$ cat config.mk
export PLATFORM = sky130hd
export DESIGN_NAME = bcd_to_clock
export DESIGN_NICKNAME = d
export VERILOG_FILES = /design/src/rtl/desk_clock_pkg.sv /design/src/rtl/bcd_pair_to_bin.sv /design/src/rtl/bcd_to_clock.sv
export SDC_FILE = /design/constraint.sdc
export NUM_CORES = 1
export LEC_CHECK = 0
export ABC_AREA = 0
export CORE_MARGIN = 3
export CORE_UTILIZATION = 35
export CTS_CLUSTER_DIAMETER = 150
export DETAILED_ROUTE_END_ITERATION = 8
export GPL_ROUTABILITY_DRIVEN = 0
export GPL_TIMING_DRIVEN = 0
export PLACE_DENSITY = 0.57
export RECOVER_POWER = 50
export SLEW_MARGIN = 20
export SYNTH_ARGS = -nofsm -noshare
export SYNTH_HDL_FRONTEND = slang
export SYNTH_HIERARCHICAL = 1
export SYNTH_SLANG_ARGS = --single-unit
export TNS_END_PERCENT = 50
$ cat constraint.sdc
create_clock -name i_clk -period 6.2 [get_ports i_clk]
set_clock_uncertainty 0.2 [all_clocks]
set_input_delay 1.24 -clock i_clk [delete_from_list [all_inputs] [get_ports i_clk]]
set_output_delay 1.24 -clock i_clk [all_outputs]
set_load 0.03 [all_outputs]
$ cat src/rtl/desk_clock_pkg.sv
// Shared definitions for the desk clock: field widths, field limits and the
// BCD entry converter's FSM encoding.
package desk_clock_pkg;

   localparam int HRS_W = 5;
   localparam int MIN_W = 6;
   localparam int SEC_W = 6;
   localparam int BIN_W = 7;

   localparam logic [BIN_W-1:0] MAX_SECONDS = 7'd59;
   localparam logic [BIN_W-1:0] MAX_MINUTES = 7'd59;
   localparam logic [BIN_W-1:0] MAX_HOURS   = 7'd23;
   localparam logic [BIN_W-1:0] MAX_HOURS_12 = 7'd12;

   typedef enum logic [2:0] {
      ST_IDLE,
      ST_SEC,
      ST_MIN,
      ST_HRS,
      ST_RESP
   } bcd_state_t;

endpackage

$ cat src/rtl/bcd_pair_to_bin.sv
// Combinational two-digit BCD to binary converter (msb*10 + lsb) with a
// flag for non-decimal digits.
module bcd_pair_to_bin
   import desk_clock_pkg::*;
(
   input  logic [3:0]       i_msb,
   input  logic [3:0]       i_lsb,
   output logic [BIN_W-1:0] o_value,
   output logic             o_digit_invalid
);

   logic [BIN_W-1:0] msb_w;
   logic [BIN_W-1:0] lsb_w;

   always_comb begin
      msb_w           = {3'b000, i_msb};
      lsb_w           = {3'b000, i_lsb};
      // Wraps for non-decimal digits; o_digit_invalid flags those cases.
      o_value         = (msb_w << 3) + (msb_w << 1) + lsb_w;
      o_digit_invalid = (i_msb > 4'd9) || (i_lsb > 4'd9);
   end

endmodule

$ cat src/rtl/bcd_to_clock.sv
// BCD HH:MM:SS entry to binary clock-load converter, one field per cycle.
// Define BCD_TIME_12H_EN for 12-hour entry with an i_pm flag.
module bcd_to_clock
   import desk_clock_pkg::*;
(
   input  logic             i_clk,
   input  logic             i_reset_n,
   input  logic             i_valid,
   output logic             o_ready,
   input  logic [3:0]       i_hours_msb,
   input  logic [3:0]       i_hours_lsb,
   input  logic [3:0]       i_minutes_msb,
   input  logic [3:0]       i_minutes_lsb,
   input  logic [3:0]       i_seconds_msb,
   input  logic [3:0]       i_seconds_lsb,
`ifdef BCD_TIME_12H_EN
   input  logic             i_pm,
`endif
   output logic [HRS_W-1:0] o_hours,
   output logic [MIN_W-1:0] o_minutes,
   output logic [SEC_W-1:0] o_seconds,
   output logic             o_set,
   output logic             o_error
);

   bcd_state_t       state_q, state_d;
   logic             ready_q, ready_d;
   logic             err_q, err_d;
   logic [23:0]      digits_q, digits_d;
   logic             pm_q, pm_d;
   logic [SEC_W-1:0] sec_stage_q, sec_stage_d;
   logic [MIN_W-1:0] min_stage_q, min_stage_d;
   logic [HRS_W-1:0] hours_q, hours_d;
   logic [MIN_W-1:0] minutes_q, minutes_d;
   logic [SEC_W-1:0] seconds_q, seconds_d;
   logic             set_q, set_d;
   logic             error_q, error_d;

   logic [3:0]       conv_msb, conv_lsb;
   logic [BIN_W-1:0] conv_val;
   logic             conv_bad_digit;
   logic             field_bad;
   logic [BIN_W-1:0] hrs_bin;
   logic             pm_add;

   bcd_pair_to_bin u_conv (
      .i_msb           (conv_msb),
      .i_lsb           (conv_lsb),
      .o_value         (conv_val),
      .o_digit_invalid (conv_bad_digit)
   );

   // Steer the shared converter to the field owned by the current state.
   always_comb begin
      conv_msb = digits_q[7:4];
      conv_lsb = digits_q[3:0];
      case (state_q)
         ST_MIN: begin
            conv_msb = digits_q[15:12];
            conv_lsb = digits_q[11:8];
         end
         ST_HRS: begin
            conv_msb = digits_q[23:20];
            conv_lsb = digits_q[19:16];
         end
         default: ;
      endcase
   end

   always_comb begin
      pm_add = 1'b0;
`ifdef BCD_TIME_12H_EN
      pm_add = pm_q;
      if (conv_val == MAX_HOURS_12)
         hrs_bin = pm_q ? MAX_HOURS_12 : '0;
      else
         hrs_bin = conv_val + (pm_add ? 7'd12 : 7'd0);
`else
      hrs_bin = conv_val + (pm_add ? 7'd12 : 7'd0);
`endif
      case (state_q)
         ST_SEC:  field_bad = conv_bad_digit || (conv_val > MAX_SECONDS);
         ST_MIN:  field_bad = conv_bad_digit || (conv_val > MAX_MINUTES);
`ifdef BCD_TIME_12H_EN
         ST_HRS:  field_bad = conv_bad_digit || (conv_val == '0) ||
                              (conv_val > MAX_HOURS_12);
`else
         ST_HRS:  field_bad = conv_bad_digit || (conv_val > MAX_HOURS);
`endif
         default: field_bad = 1'b0;
      endcase
   end

   always_comb begin
      state_d     = state_q;
      err_d       = err_q;
      digits_d    = digits_q;
      pm_d        = pm_q;
      sec_stage_d = sec_stage_q;
      min_stage_d = min_stage_q;
      hours_d     = hours_q;
      minutes_d   = minutes_q;
      seconds_d   = seconds_q;
      set_d       = 1'b0;
      error_d     = 1'b0;
      case (state_q)
         ST_IDLE: begin
            if (i_valid && ready_q) begin
               digits_d = {i_hours_msb, i_hours_lsb, i_minutes_msb,
                           i_minutes_lsb, i_seconds_msb, i_seconds_lsb};
`ifdef BCD_TIME_12H_EN
               pm_d     = i_pm;
`endif
               err_d    = 1'b0;
               state_d  = ST_SEC;
            end
         end
         ST_SEC: begin
            sec_stage_d = conv_val[SEC_W-1:0];
            err_d       = err_q | field_bad;
            state_d     = ST_MIN;
         end
         ST_MIN: begin
            min_stage_d = conv_val[MIN_W-1:0];
            err_d       = err_q | field_bad;
            state_d     = ST_HRS;
         end
         ST_HRS: begin
            // Outputs and strobes are registered here so they are visible
            // during the RESP cycle.
            err_d   = err_q | field_bad;
            if (err_q | field_bad) begin
               error_d = 1'b1;
            end else begin
               set_d     = 1'b1;
               hours_d   = hrs_bin[HRS_W-1:0];
               minutes_d = min_stage_q;
               seconds_d = sec_stage_q;
            end
            state_d = ST_RESP;
         end
         default: state_d = ST_IDLE;
      endcase
      ready_d = (state_d == ST_IDLE);
   end

   always_ff @(posedge i_clk) begin
      if (!i_reset_n) begin
         state_q     <= ST_IDLE;
         ready_q     <= 1'b0;
         err_q       <= 1'b0;
         digits_q    <= '0;
         pm_q        <= 1'b0;
         sec_stage_q <= '0;
         min_stage_q <= '0;
         hours_q     <= '0;
         minutes_q   <= '0;
         seconds_q   <= '0;
         set_q       <= 1'b0;
         error_q     <= 1'b0;
      end else begin
         state_q     <= state_d;
         ready_q     <= ready_d;
         err_q       <= err_d;
         digits_q    <= digits_d;
         pm_q        <= pm_d;
         sec_stage_q <= sec_stage_d;
         min_stage_q <= min_stage_d;
         hours_q     <= hours_d;
         minutes_q   <= minutes_d;
         seconds_q   <= seconds_d;
         set_q       <= set_d;
         error_q     <= error_d;
      end
   end

   assign o_ready   = ready_q;
   assign o_hours   = hours_q;
   assign o_minutes = minutes_q;
   assign o_seconds = seconds_q;
   assign o_set     = set_q;
   assign o_error   = error_q;

endmodule

## Word level (Yosys, flattened, before mapping)

Cells that the tools add are included.

- Add/sub/neg operators: 2
- $lt $le $gt $ge: 4
- Equal/unequal tests: 4
- Multiplexer cells: 9
- Bitwise gates (word level): 2
- Reductions and logical operators: 13

Operators by type and width:

| kind | number |
|---|---|
| $pmux 4 s2 | 2 |
| $pmux 3 s4 | 1 |
| $gt 4x4->1 const B | 2 |
| $reduce_and 2->1 | 4 |
| $add 7x4->7 | 1 |
| $add 7x5->7 | 1 |
| $gt 7x5->1 const B | 1 |
| $gt 7x6->1 const B | 1 |
| $eq 3x2->1 const B | 2 |
| $logic_not 3->1 | 2 |
| $pmux 1 s2 | 2 |
| $eq 3x1->1 const B | 1 |
| $logic_or 1x1->1 | 3 |
| $mux 1 | 3 |
| $mux 3 | 1 |
| $reduce_or 3->1 | 1 |
| $ne 2x2->1 const B | 1 |
| $reduce_bool 2->1 | 1 |
| $reduce_or 2->1 | 1 |
| $logic_and 1x1->1 | 1 |
| $not 1->1 | 1 |
| $or 1x1->1 | 1 |

- Flip-flop bits (word level): 60
- Input bits: 27
- Output and inout port bits: 20
- Logic and storage cells: 45

## Depth between registers and ports, before layout

Gate-level depths: netlist of run 1.

- Word-level depth: 10
- Gate-level depth with buffers: 15
- Mapped depth without buffers: 12

## By module

Netlist of run 1, hierarchy kept.

By module, submodules not included:

| module | times used | cells each | area each (sq um) | sequential area each (sq um) |
|---|---|---|---|---|
| bcd_to_clock | 1 | 290 | 2499.9 | 1201.2 |
| bcd_pair_to_bin | 1 | 20 | 203.9 | 0.0 |

## Least setup slack after synthesis of run 1

OpenSTA, ideal clock, no wires.

- Kind: register to register
- Start point: register state_q[0]
- End point: register hours_q[4], in the netlist o_hours[4]
- Library setup time: 0.072 ns
- Arrival time: 3.396 ns
- Required time: 5.928 ns
- Slack: 2.532 ns
- Cell stages (with the launch flop): 15
- Path buffers: 4
- Period minus slack after synthesis: 3.668 ns
- Cells stage by stage: dfxtp_1 buf_4 buf_2 mux2i_1 o21ai_1 fa_1 fa_1 a21o_1 a21oi_2 xnor2_1 or3_4 nor3_2 buf_6 buf_12 mux2i_1

- Longest elaborated chain between the ends: 10
- Elaborated cells on any way between the ends: 19
- Those cells by class: add/sub: 2; order compare: 4; eq/ne: 3; mux: 3; bitwise: 2; reduce/logical: 5

RTL lines:

| element | line | text |
|---|---|---|
| start, declared | bcd_to_clock.sv:26 | `bcd_state_t state_q, state_d;` |
| start signal, assigned | bcd_to_clock.sv:162 | `state_q <= state_d;` |
| $eq 3x2->1 | bcd_to_clock.sv:57 | `case (state_q)` |
| $pmux 4 s2 * | bcd_to_clock.sv:57 |  |
| via conv_msb[2] | bcd_to_clock.sv:39 | `logic [3:0] conv_msb, conv_lsb;` |
| $add 7x5->7 * | bcd_pair_to_bin.sv:19 | `o_value = (msb_w << 3) + (msb_w << 1) + lsb_w;` |
| $add 7x4->7 * | bcd_pair_to_bin.sv:19 |  |
| via conv_val[6] | bcd_to_clock.sv:40 | `logic [BIN_W-1:0] conv_val;` |
| $gt 7x5->1 / $gt 7x6->1 (equally long branches) | bcd_to_clock.sv:88, bcd_to_clock.sv:82, bcd_to_clock.sv:83 |  |
| $logic_or 1x1->1, on equally long branches | bcd_to_clock.sv:88, bcd_to_clock.sv:82, bcd_to_clock.sv:83 |  |
| $pmux 1 s2 * | bcd_to_clock.sv:81 | `case (state_q)` |
| $or 1x1->1 * | bcd_to_clock.sv:132 | `if (err_q \| field_bad) begin` |
| $not 1->1 (no source line) * | - |  |
| $reduce_and 2->1 (no source line) * | - |  |
| end signal, assigned | bcd_to_clock.sv:169 | `hours_q <= hours_d;` |
| end, declared | bcd_to_clock.sv:33 | `logic [HRS_W-1:0] hours_q, hours_d;` |

Mark *: on every way through the listed nets, which the timed path passes. The rest lies on a longest branch.
A chain may end at the register's enable or synchronous reset.

## Final worst setup path of run 1

- Start point: register state_q[1]
- End point: register hours_q[0], in the netlist o_hours[0]

Same word-level chain as after synthesis.

==> results of run 1 <==
metrics by stage:
step           power [mW]  hold slack [ps]  area (um2)
6_report            0.895              254        3470
5_1_grt             0.938              273        3470
4_1_cts             0.904              259        3470
2_1_floorplan       0.518              235        2700
3_5_place_dp        0.569              247        3290
3_3_place_gp        0.568              244        3290
worst register-to-register path, stage by stage (launching register included):
cell and delay, ps:
dfxtp_1 480, nand2b_1 170, clkbuf_1 260, o21ai_0 420, ha_1 310, ha_1 230, fa_1 400, a21o_1 210
a21oi_2 140, xnor2_1 90, or3_4 390, nor3_2 180, buf_6 180, buf_12 150, mux2i_1 200
metal layers:
metal | vias up | routed length (um) | share of wire, %
met5 | - | 0 | 0
met4 | 0 | 91 | 1.4
met3 | 10 | 316 | 4.9
met2 | 56 | 2880 | 45
met1 | 1069 | 3170 | 49
li1 | 1193 | - | -
where the power goes:
group / leakage [nW] / switching (mW) / internal, mW
logic: 0.673 / 0.0830 / 0.0623
registers: 0.486 / 0.0105 / 0.403
clock network: 0.0931 / 0.152 / 0.184
worst max-delay path by stage:
| stage | to | slack, ps | startpoint |
|---|---|---|---|
| final | o_hours[0] | 2120 | state_q[1] |
| after floorplan | o_hours[4] | 2530 | state_q[0] |
| after detailed placement | o_hours[0] | 2150 | state_q[1] |
| after global routing | o_hours[4] | 1880 | state_q[1] |
| after global placement | o_minutes[4] | 2160 | state_q[1] |
| after CTS | o_hours[0] | 2140 | state_q[1] |
final cells by class:
| class | instances | area share [%] |
|---|---|---|
| clock buffer | 11 | 3.79 |
| timing repair buffer | 46 | 13.3 |
| sequential | 60 | 34.6 |
| tap | 99 | 3.57 |
| inverter | 2 | 0.216 |
| clock inverter | 5 | 1.52 |
| buffer | 26 | 3.86 |
| multi-input combinational | 222 | 39.1 |
placed cells by master (no fill, tap or decap), drive strengths merged, types with 7 or more instances in the layout:
master and n:
a21oi 33, buf 8, clkbuf 29, clkdlybuf4s50 31, dfxtp 60, dlygate4sd3 15, ha 7, mux2i 31
nand2 50, nand3 24, nor2 10, o21ai 41
sequential cells by signal (all words and copies together) (netlist names):
signal,count
sec_stage_q,6
o_minutes,6
err_q,1
o_hours,5
min_stage_q,6
o_ready,1
o_seconds,6
o_error,1
o_set,1
digits_q,24
state_q,3
cells by family (layout without fill, tap and decap cells):
| family | after synthesis | in the layout | synth area share [%] |
|---|---|---|---|
| mux | 31 | 31 | 11.5 |
| fa+ha+maj | 9 | 9 | 4.72 |
| buf+inv | 28 | 90 | 5.37 |
| simple gates | 97 | 97 | 16.8 |
| xor+xnor | 3 | 3 | 0.972 |
| flops | 60 | 60 | 44.4 |
| compound gates | 82 | 82 | 16.2 |
==> metrics.csv, run 1 <==
metric,value,unit
run status,"complete, no violations",
r2r worst-path depth,14,
Num CTS Buffers,9,
CTS max path bufs,2,
layout cells sized above 1,7.26,%
VDD IR-drop max,0.000106,V
DR vias/cell,4.94,
met2 capacity usage during global routing,24.4,%
Post-CTS Hold Fix Bufs,0,
CP Depth,14,
Tightest Hold Check Type,reg -> reg,
Ant. Diodes,0,
core area,7370,um2
P&R area growth vs syn,28.3,%
post-DP HPWL,4790,um
Setup-failing EPs final,0,
"Req. time, crit path",6260,ps
remaining antenna violation count,0,
Total Routed Length,6460,um
pwr dens,258,nW/um2
Die W,93.9,um
WHS Path Cells,2,
Crit-path slowest cell,dfxtp_1,
DR pass1 iterations,4,
Layout Nets,403,
register area share after synthesis,44.4,%
most frequent cells after synthesis,"dfxtp_1, nand2_1, a21oi_1",
register bit total from synthesis,60,
Worst Max-Slew Pin Slew,571,ps
Post-synth EDFFs,0,
unrepaired setup endpoints after global routing,false,
CP Capture Type,register,
RR Endpoint,o_hours[0],
data arrival time of the critical path,4140,ps
overall die height,93.9,um
worst path cell trace,"nand2b_1, clkbuf_1, o21ai_0, ha_1, ha_1, fa_1, a21o_1, a21oi_2, xnor2_1, or3_4, nor3_2, buf_6, buf_12, mux2i_1",
setup ws final,2120,ps
Cells after DPL,455,
dpl ws,2150,ps
Worst setup SP type,register,
Yosys top cell by area,dfxtp_1,
final std cells w/o fill,471,
GRT overflow,0,
"Core Util, Final",47.1,%
shortest period the worst path allows,4080,ps
number of I/O pins,47,
H-tree depth,3,
Clock transition at path regs,70,ps
sink of the worst hold path,o_minutes[1],
GR Layer Usage met3,3.77,%
Initial Utilization,36.7,%
row count,31,
most common cell in the netlist,dfxtp_1,
WS Path Type,reg -> reg,
met1 Usage GRT,21.2,%
Avg WL per Cell,13.7,um
static leakage,1.25,nW
Main synth FF type,dfxtp_1,
Fin. Hold Viols,0,
multi-input logic area,1360,um2
clk sinks,60,
number of distinct library cells after synthesis,40,
pin count of the biggest net entering global routing,11,
r2r setup slk,2120,ps
Mapped Nets,346,
period utilization,65.8,%
post_cts resized,0,
register area,1200,um2
Worst Path Buf+Inv,3,
CTS root buf,clkbuf_8,
initial antenna violation count,0,
vias in the first global route,2219,
Syn Area/Cell,8.72,um2
worst skew pair latency,330,ps
initial DRC count,89,
Yosys top cell area share,44.4,%
post-synthesis cell area,2700,um2
hold_sp,o_minutes[1],
Critical Path Fanout Max,10,
Port-buffer cells,46,
setup bufs post-CTS,0,
Synth async-reset ratio,0,%
die area,8820,um2
cell class contributing the biggest share of worst-path delay,adder cells,
Max-Cap Viols,0,
critical path's most frequent cell,ha_1,
Max Clock Freq,0.245,GHz
All-Layer GR Usage,15.8,%
DRC viols,0,
via count,2328,
top post-synthesis cells by area,"dfxtp_1, mux2i_1, nand2_1",
Setup TNS,0,ps
global-route wire length before repair,10800,um
Mapped Cells,310,
Slew Limit Fails,0,
Fillers,749,
CTS tree,yes,
r2r startpoint,state_q[1],
CP max stage delay,480,ps
grt peak-use layer,met2,
YS warnings,6,
relative max-transition margin,61.8,%
(Power assumes the default switching activity.)
==> run 2, diff against run 1 <==
- clock period: 6.2 -> 4.2 ns (I/O delays scaled with it)
==> metrics.csv, run 2 (synthesis gave the netlist of run 1 again) <==
metric,value,unit
run status,"complete, no violations",
relative max-transition margin,62.7,%
Setup-failing EPs final,0,
worst skew pair latency,330,ps
remaining antenna violation count,0,
Slew Limit Fails,0,
P&R area growth vs syn,28.5,%
CTS max path bufs,2,
CTS tree,yes,
Worst setup SP type,register,
pin count of the biggest net entering global routing,11,
CP Capture Type,register,
met2 capacity usage during global routing,24.4,%
Max Clock Freq,0.251,GHz
die area,8820,um2
worst path cell trace,"buf_4, buf_2, mux2i_1, o21ai_2, fa_1, fa_1, a21o_1, a21oi_2, xnor2_1, or3_4, nor3_2, buf_6, buf_12, mux2i_1",
GR Layer Usage met3,3.77,%
core area,7370,um2
Clock transition at path regs,70,ps
most frequent cells in the layout,"dfxtp_1, nand2_1, a21oi_1",
Total Routed Length,6430,um
Ant. Diodes,0,
Crit-path slowest cell,fa_1,
Setup TNS,0,ps
data arrival time of the critical path,4040,ps
VDD IR-drop max,0.000156,V
DR pass1 iterations,4,
Worst Max-Slew Pin Slew,558,ps
Tightest Hold Check Type,reg -> reg,
Layout Nets,403,
Num CTS Buffers,9,
"most common cell after layout, fill and taps aside",dfxtp_1,
GRT overflow,0,
vias in the first global route,2219,
via count,2315,
clk sinks,60,
shortest period the worst path allows,3980,ps
Max-Cap Viols,0,
DR vias/cell,4.92,
grt peak-use layer,met2,
setup bufs post-CTS,0,
layout cells sized above 1,7.80,%
global-route wire length before repair,10800,um
number of I/O pins,47,
WS Path Type,reg -> reg,
overall die height,93.9,um
period utilization,94.9,%
static leakage,1.26,nW
dpl cell area,3290,um2
CP max stage delay,520,ps
Reg with most FFs,digits_q,
overall power,1.32,mW
H-tree depth,3,
Die W,93.9,um
initial DRC count,70,
Post-CTS Hold Fix Bufs,0,
"Req. time, crit path",4260,ps
initial antenna violation count,0,
post_cts resized,0,
Fillers,748,
post-DP HPWL,4790,um
Port-buffer cells,46,
DRC viols,0,
row count,31,
Fin. Hold Viols,0,
CTS root buf,clkbuf_8,
Finished Cell Area,3470,um2
All-Layer GR Usage,15.8,%
unrepaired setup endpoints after global routing,false,
Avg WL per Cell,13.7,um
max reg flops,24,
Critical Path Fanout Max,10,
Initial Utilization,36.7,%
pwr dens,380,nW/um2
met1 Usage GRT,21.2,%
-- run 2: changes by cell type in the layout (fill, tap and decap cells not counted) --
cell,before,now
clkbuf_1,20,19
clkbuf_2,0,1
o21ai_0,15,14
o21ai_2,0,1
-- run 2: stage by stage --
stage	utilization (%)	hold WS [ps]	instances	setup WS, ps
final	47.1	254	471	216
after global routing	47.1	273	471	4.13
after CTS	47.1	259	471	136
after detailed placement	44.6	247	455	146
after global placement	44.6	244	455	157
after floorplan	-	235	310	532
-- run 2: final cells by class --
type / count / area (um2) / area share [%]
multi-input cells: 222 / 1360 / 39.2
well taps: 99 / 124 / 3.57
clock inverters: 5 / 52.6 / 1.51
inverters: 2 / 7.51 / 0.216
flip-flops and latches: 60 / 1200 / 34.6
plain buffers: 26 / 135 / 3.89
repair buffers: 46 / 460 / 13.3
clock buffers: 11 / 131 / 3.78
-- run 2: path summary, 6_finish.rpt --
check | from | to | slack [ps] | depth (start not counted)
min reg2reg | o_minutes[1] | o_minutes[1] | 250 | 2
min | o_minutes[1] | o_minutes[1] | 250 | 2
max reg2reg | state_q[0] | o_hours[0] | 220 | 14
max | state_q[0] | o_hours[0] | 220 | 14
-- run 2: worst max-delay path, delay by kind of cell, from the launching register on --
kind	cells	cell delay [ps]
compound gates	3	460
xor+xnor	1	90
fa+ha+maj	2	990
buf+inv	4	800
flops	1	340
mux	2	470
simple gates	2	570
-- run 2: power by group --
| part | internal [mW] | switching [mW] | leakage (nW) |
|---|---|---|---|
| combinational | 0.0925 | 0.122 | 0.677 |
| clock | 0.271 | 0.225 | 0.0931 |
| sequential | 0.595 | 0.0156 | 0.486 |
-- run 2: per-layer routing --
metal	vias to the layer above	part of all wire, %
met1	1065	50
met2	48	45
met3	10	4.2
met5	-	0
met4	0	1.4
li1	1192	-
==> run 3, diff against run 2 <==
- CTS_CLUSTER_SIZE: not set -> 24
- DONT_BUFFER_PORTS: not set -> 1
- PLACE_DENSITY: 0.57 -> 0.49
- clock period: 4.2 -> 4.81 ns (I/O delays scaled with it)
==> metrics.csv, run 3 (synthesis gave the netlist of run 1 again) <==
metric,value,unit
worst skew pair latency,350,ps
met2 capacity usage during global routing,25.4,%
r2r startpoint,state_q[0],
All-Layer GR Usage,16.7,%
max reg flops,24,
row count,31,
GR Layer Usage met3,6.81,%
Die W,93.9,um
initial DRC count,115,
worst path cell trace,"buf_4, buf_2, mux2i_1, o21ai_1, fa_1, fa_1, a21o_1, a21oi_2, xnor2_1, or3_4, nor3_2, buf_6, buf_12, mux2i_1",
clk sinks,60,
"most common cell after layout, fill and taps aside",dfxtp_1,
pin count of the biggest net entering global routing,13,
Reg power frac,42.5,%
RR Endpoint,o_minutes[5],
DR pass1 iterations,4,
Worst Max-Slew Pin Slew,927,ps
Initial Utilization,36.7,%
CP startpoint,state_q[0],
layout cells sized above 1,8.90,%
CTS max path bufs,2,
CP Capture Type,register,
unrepaired setup endpoints after global routing,false,
global-route wire length before repair,11100,um
initial antenna violation count,0,
Num CTS Buffers,9,
Ant. Diodes,0,
dpl ws,769,ps
DR vias/cell,5.15,
Clock transition at path regs,70,ps
CP Capture Point,o_minutes[5],
VDD IR-drop max,0.000162,V
Slew Limit Fails,0,
shortest period the worst path allows,4040,ps
relative max-transition margin,38.0,%
Hold Slack,260,ps
Finished Cell Area,3070,um2
Psw,0.336,mW
CTS tree,yes,
vias in the first global route,2266,
r2r worst-path depth,14,
GRT overflow,0,
setup ws final,768,ps
P&R area growth vs syn,13.5,%
grt peak-use layer,met2,
CP max stage delay,510,ps
Max-Cap Viols,0,
met1 Usage GRT,21.0,%
run status,"complete, no violations",
post-DP HPWL,4770,um
most frequent cells in the layout,"dfxtp_1, nand2_1, a21oi_1",
die area,8820,um2
core area,7370,um2
Setup-failing EPs final,0,
static leakage,1.07,nW
Port-buffer cells,0,
H-tree depth,3,
setup bufs post-CTS,0,
clock network power share,44.6,%
pwr dens,411,nW/um2
Fin. Hold Viols,0,
Setup TNS,0,ps
Layout Nets,357,
Crit-path slowest cell,fa_1,
Max Clock Freq,0.247,GHz
P_int,0.927,mW
overall die height,93.9,um
WS Path Type,reg -> reg,
dpl cell area,2830,um2
DRC viols,0,
Worst setup SP type,register,
r2r setup slk,770,ps
Critical Path Fanout Max,10,
period utilization,84.0,%
post_cts resized,0,
remaining antenna violation count,0,
"Req. time, crit path",4880,ps
data arrival time of the critical path,4110,ps
Reg with most FFs,digits_q,
Tightest Hold Check Type,reg -> reg,
Avg WL per Cell,15.7,um
overall power,1.26,mW
number of I/O pins,47,
Sw Ratio,26.6,%
CTS root buf,clkbuf_8,
Post-CTS Hold Fix Bufs,0,
via count,2190,
Total Routed Length,6680,um
Comb power frac,12.9,%
## run 3: cell count changes in the layout (fill, tap and decap cells not counted), sizes merged
| cell | before | now |
|---|---|---|
| clkdlybuf4s50 | 31 | 0 |
| dlygate4sd3 | 15 | 0 |
| clkinvlp | 1 | 0 |
| clkbuf | 29 | 26 |
| buf | 8 | 9 |
| clkinv | 4 | 5 |
| bufinv | 1 | 3 |
## run 3: layer usage
layer / part of all wire (%) / wire length [um]
met1: 47 / 3120
met2: 45 / 3020
met3: 6.7 / 449
met5: 0 / 0
met4: 1.3 / 87
## run 3: worst min path at each step
stage	from	end	slack, ps	depth (start not counted)
CTS	min_stage_q[3]	o_minutes[3]	260	2
detailed placement	min_stage_q[3]	o_minutes[3]	250	2
global route	min_stage_q[3]	o_minutes[3]	280	2
global placement	min_stage_q[3]	o_minutes[3]	250	2
finish	min_stage_q[3]	o_minutes[3]	260	2
floorplan	min_stage_q[0]	o_minutes[0]	230	2
## run 3: worst max-delay path, delay by kind of cell (launching register included)
family | cells | cell delay [ps]
fa+ha+maj | 2 | 990
buf+inv | 4 | 830
simple gates | 2 | 560
mux | 2 | 480
compound gates | 3 | 480
flops | 1 | 350
xor+xnor | 1 | 80
## run 3: final cells by class
| type | count | area [um2] |
|---|---|---|
| well taps | 99 | 124 |
| inverters | 2 | 7.51 |
| clock inverters | 7 | 125 |
| multi-input cells | 222 | 1350 |
| flip-flops and latches | 60 | 1200 |
| fillers | 784 | 4300 |
| clock buffers | 9 | 124 |
| plain buffers | 26 | 135 |
## run 3: power by group through the flow
stage	Sequential, mW	Combinational, mW	Clock (mW)
after detailed placement	0.548	0.164	0
final	0.536	0.163	0.563
after global placement	0.547	0.163	0
after global routing	0.538	0.182	0.603
after CTS	0.536	0.165	0.576
after floorplan	0.544	0.124	0
## run 3: stage by stage
step | util, % | std cells
floorplan | - | 310
global placement | 38.4 | 409
detailed placement | 38.4 | 409
CTS | 41.7 | 425
global route | 41.6 | 425
finish | 41.6 | 425
